**src/rtl/mux_rr_arbiter.sv**
```systemverilog
// Four-way round-robin arbiter: muxes one requester onto y_out for bursts of up to
// MAX_BURST beats, with a mandatory IDLE cycle between grants.
module mux_rr_arbiter #(
  parameter int WIDTH     = 8,
  parameter int MAX_BURST = 4
) (
  input  logic             clk,
  input  logic             rst,
  input  logic             req1,
  input  logic             req2,
  input  logic             req3,
  input  logic             req4,
  input  logic [WIDTH-1:0] i1,
  input  logic [WIDTH-1:0] i2,
  input  logic [WIDTH-1:0] i3,
  input  logic [WIDTH-1:0] i4,
  output logic             ack1,
  output logic             ack2,
  output logic             ack3,
  output logic             ack4,
  output logic [WIDTH-1:0] y_out,
  output logic             y_valid,
  input  logic             y_ready,
  output logic             sel0,
  output logic             sel1,
  output logic             busy
);

  localparam int CW = $clog2(MAX_BURST) + 1;

  typedef enum logic {IDLE, GRANT} state_t;

  state_t          state;
  logic [1:0]      sel;
  logic [1:0]      last_grant;
  logic [CW-1:0]   beat_cnt;
  logic [3:0]      req;
  logic [1:0]      winner;
  logic [1:0]      idx;
  logic            granted_req;
  logic            xfer;
  logic [3:0]      ack;

  assign req = {req4, req3, req2, req1};

  // Scan downward so the candidate closest after last_grant is the last to overwrite.
  always_comb begin
    winner = last_grant;
    idx    = last_grant;
    for (int k = 4; k >= 1; k--) begin
      idx = last_grant + k[1:0];
      if (req[idx]) winner = idx;
    end
  end

  assign granted_req = req[sel];
  // A beat offered while reset is sampled must never be acknowledged.
  assign y_valid     = (state == GRANT) && granted_req && !rst;
  assign xfer        = y_valid && y_ready;
  assign ack         = xfer ? (4'b0001 << sel) : 4'b0000;
  assign {ack4, ack3, ack2, ack1} = ack;
  assign busy        = (state == GRANT);
  assign sel0        = sel[0];
  assign sel1        = sel[1];

  always_comb begin
    y_out = '0;
    if (state == GRANT) begin
      case (sel)
        2'd0:    y_out = i1;
        2'd1:    y_out = i2;
        2'd2:    y_out = i3;
        default: y_out = i4;
      endcase
    end
  end

  always_ff @(posedge clk) begin
    if (rst) begin
      state      <= IDLE;
      sel        <= 2'b00;
      last_grant <= 2'b11;
      beat_cnt   <= '0;
    end else begin
      case (state)
        IDLE: begin
          if (|req) begin
            state      <= GRANT;
            sel        <= winner;
            last_grant <= winner;
            beat_cnt   <= '0;
          end
        end
        default: begin
          if (!granted_req) begin
            state <= IDLE;
          end else if (xfer) begin
            if (beat_cnt == CW'(MAX_BURST - 1)) state <= IDLE;
            else beat_cnt <= beat_cnt + CW'(1);
          end
        end
      endcase
    end
  end

endmodule

```
**config.mk**
```make
export PLATFORM = sky130hd
export DESIGN_NAME = mux_rr_arbiter
export DESIGN_NICKNAME = d
export VERILOG_FILES = /design/src/rtl/mux_rr_arbiter.sv
export SDC_FILE = /design/constraint.sdc
export NUM_CORES = 1
export LEC_CHECK = 0
export CAP_MARGIN = 20
export CORE_UTILIZATION = 30
export DETAILED_ROUTE_END_ITERATION = 8
export GPL_ROUTABILITY_DRIVEN = 0
export PLACE_DENSITY = 0.75
export SLEW_MARGIN = 40
export SYNTH_ARGS = -nofsm -noshare
export SYNTH_HDL_FRONTEND = slang
export SYNTH_SLANG_ARGS = --single-unit
```
**constraint.sdc**
```tcl
create_clock -name clk -period 1.5 [get_ports clk]
set_input_delay 0.15 -clock clk [delete_from_list [all_inputs] [get_ports clk]]
set_output_delay 0.15 -clock clk [all_outputs]
set_load 0.02 [all_outputs]
```
==> results.sh <==
export IMPL_worst_pin_slew_ps=340
export IMPL_status="complete, but fails checks"
export IMPL_p_leak_nw=0.664
export IMPL_rsz0062_at_grt="yes"
export IMPL_ant_nets=0
export IMPL_grt_max_degree=14
export IMPL_dp_cells=171
export IMPL_drc=0
export IMPL_cp_start_kind="flop"
export IMPL_avgSynthCellArea_um2=9.65
export IMPL_wirelength_um=2470
export IMPL_grt_pass1_vias=916
export IMPL_period_share_pct=112
export IMPL_cts_root_buf="clkbuf_4"
export IMPL_ys_ff_latch=8
export IMPL_clock_fmax_mhz=596
export IMPL_grt_usage_pct=20.0
export IMPL_dr_pass1_iters=4
export IMPL_synth_top_area_share_pct=24.2
export IMPL_synth_nets=118
export IMPL_seq_area_um2=168
export IMPL_ir_drop_uv=525
export IMPL_ys_top_cells_by_area="mux4_2 24%, dfxtp_1 22%, and2_1 6.7%"
export IMPL_fp_dieH_um=51.8
export IMPL_drt_wirelength_per_cell_um=13.6
export IMPL_area_delta_synth_final_pct=110
export IMPL_synth_largest_area_cell="mux4_2"
export IMPL_portBuffers=54
export IMPL_hold_viol=0
export IMPL_vias_per_cell=5.05
export IMPL_num_rows=17
export IMPL_clk_pin_slew_worst_paths_ps=60
export IMPL_place_area_um2=1430
export IMPL_numCtsBuffers=3
export IMPL_grt_pass1_wl_um=3970
export IMPL_clock_sinks=8
export IMPL_met2_usage_pct=38.5
export IMPL_ys_warnings_count=0
export IMPL_finClkSkew_ps=3.07
export IMPL_start_util_pct=32.7
export IMPL_cp_arrival_ps=1530
export IMPL_drtIter0Drc=16
export IMPL_max_cap_violations=0
export IMPL_use_met3_pct=4.09
export IMPL_crit_type="reg2out"
export IMPL_die_area_um2=2680
export IMPL_die_w_um=51.8
export IMPL_clockBufferDepth=2
export IMPL_netlist_area_um2=743
export IMPL_synth_common_cells="8 x and2_1, 8 x dfxtp_1, 8 x mux4_2"
export IMPL_fillers=186
export IMPL_layout_nets=195
export IMPL_core_area_um2=2280
export IMPL_synthCells=77
export IMPL_antenna_cells=0
export IMPL_clock_latency_ps=270
export IMPL_cp_end_kind="output pin"
export IMPL_busiest_layer="met2"
export IMPL_antenna_found_initial=0
export IMPL_worstPathRequired_ps=1350
export IMPL_finalMaxSlewViolations=0
export IMPL_async_reset_ff_share_pct=0
export IMPL_yosysSeqAreaShare_pct=21.5
export IMPL_worst_hold_path_type="reg2reg"
export IMPL_htree_num_levels=1
export IMPL_cts_hold_buffers_added=0
export IMPL_grt_ovfl_total=0
export IMPL_relSlewSlack_pct=77.3
export IMPL_critical_path_max_fanout=5
export IMPL_ios=55
export IMPL_cts_tree="built"
export IMPL_layout_drive_gt1_share_pct=42.5
export IMPL_fin_crit_ps=1680
export IMPL_multi_input_area_um2=599
export IMPL_final_area_um2=1560
export IMPL_synth_ff_type="dfxtp_1"
export IMPL_num_vias=914
export IMPL_setup_slack_ps=-179
export IMPL_place_hpwl_um=1840
export IMPL_ys_types=29
export IMPL_p_total_mw=1.03
export IMPL_hold_ws_ps=473
export IMPL_violations="negative setup slack"
export IMPL_p_per_area_nw_per_um2=663
export IMPL_dp_slack_ps=-558
export IMPL_synth_edf_count=0
export IMPL_final_cell_count_no_fill=181
export IMPL_grt_use_met1_pct=21.7
export IMPL_setup_viol_count_final=13
==> cell type report <==
| type | count | share of cell area, % |
|---|---|---|
| multi-input cells | 61 | 38.5 |
| flip-flops and latches | 8 | 10.8 |
| clock buffers | 4 | 1.69 |
| inverters | 5 | 1.20 |
| repair buffers | 75 | 45.6 |
| well taps | 28 | 2.25 |
==> power breakdown <==
part           switching [mW]  internal (mW)  total [mW]
Combinational           0.222          0.363       0.585
Sequential             0.0225          0.234       0.256
Clock                  0.0885          0.103       0.191
Total                   0.333          0.700        1.03
==> flip-flops by register name, indices dropped and copies added, names as in the netlist <==
name / cells
sel: 2
busy: 1
last_grant: 2
beat_cnt: 3
==> metrics by stage <==
step	setup TNS, ps	util, %
2_1_floorplan	-74.1	-
3_3_place_gp	-5670	62.9
3_5_place_dp	-6220	62.9
4_1_cts	-2050	67.3
5_1_grt	-2380	68.4
6_report	-1780	68.4
==> logic make-up after synthesis <==
family          count (synthesis)  share of synthesized area, %
simple gates                   34                          26.4
compound gates                 13                          12.0
fa+ha+maj                       2                          3.37
mux                            12                          32.5
flops                           8                          21.5
buf+inv                         8                          4.21
==> routing by layer <==
| metal | vias to the layer above | part of all wire, % |
|---|---|---|
| met5 | - | 0 |
| met4 | 0 | 0.32 |
| met3 | 2 | 8.3 |
| met2 | 40 | 54 |
| met1 | 427 | 38 |
| li1 | 445 | - |
==> final timing paths <==
| kind | from | end | slack (ps) | cells after the start |
|---|---|---|---|---|
| worst max-delay path | sel[0] | y_out[2] | -180 | 4 |
| worst min-delay path | beat_cnt[0] | beat_cnt[0] | 470 | 1 |
| worst max register to register | sel[0] | beat_cnt[1] | -170 | 7 |
| worst min register to register | beat_cnt[0] | beat_cnt[0] | 470 | 1 |
==> repair_timing <==
item / CTS / global route
pin swaps: 5 / 6
setup buffers: 5 / 1
endpoints found under the setup margin: 19 / 18
cloned: 0 / 0
gates resized for setup: 90 / 8
==> placed cells by master, fill, tap and decap left out, types with 3 or more instances in the layout <==
master | synthesis | routed
clkdlybuf4s50_1 | 0 | 38
buf_4 | 0 | 20
buf_6 | 0 | 11
mux4_2 | 8 | 9
and2_4 | 0 | 8
dfxtp_1 | 8 | 6
nor2_1 | 5 | 5
inv_1 | 5 | 4
nand2_1 | 5 | 4
o211ai_1 | 4 | 4
nor3_1 | 3 | 3
a21oi_1 | 3 | 3
nand3_1 | 3 | 3
clkbuf_4 | 0 | 3
==> critical path: stages, from the launching register on <==
cell and delay, ps:
dfxtp_4 360, buf_12 120, mux4_2 490, and2_4 170, buf_6 120
Note: power is estimated with default switching activity, not from simulation.
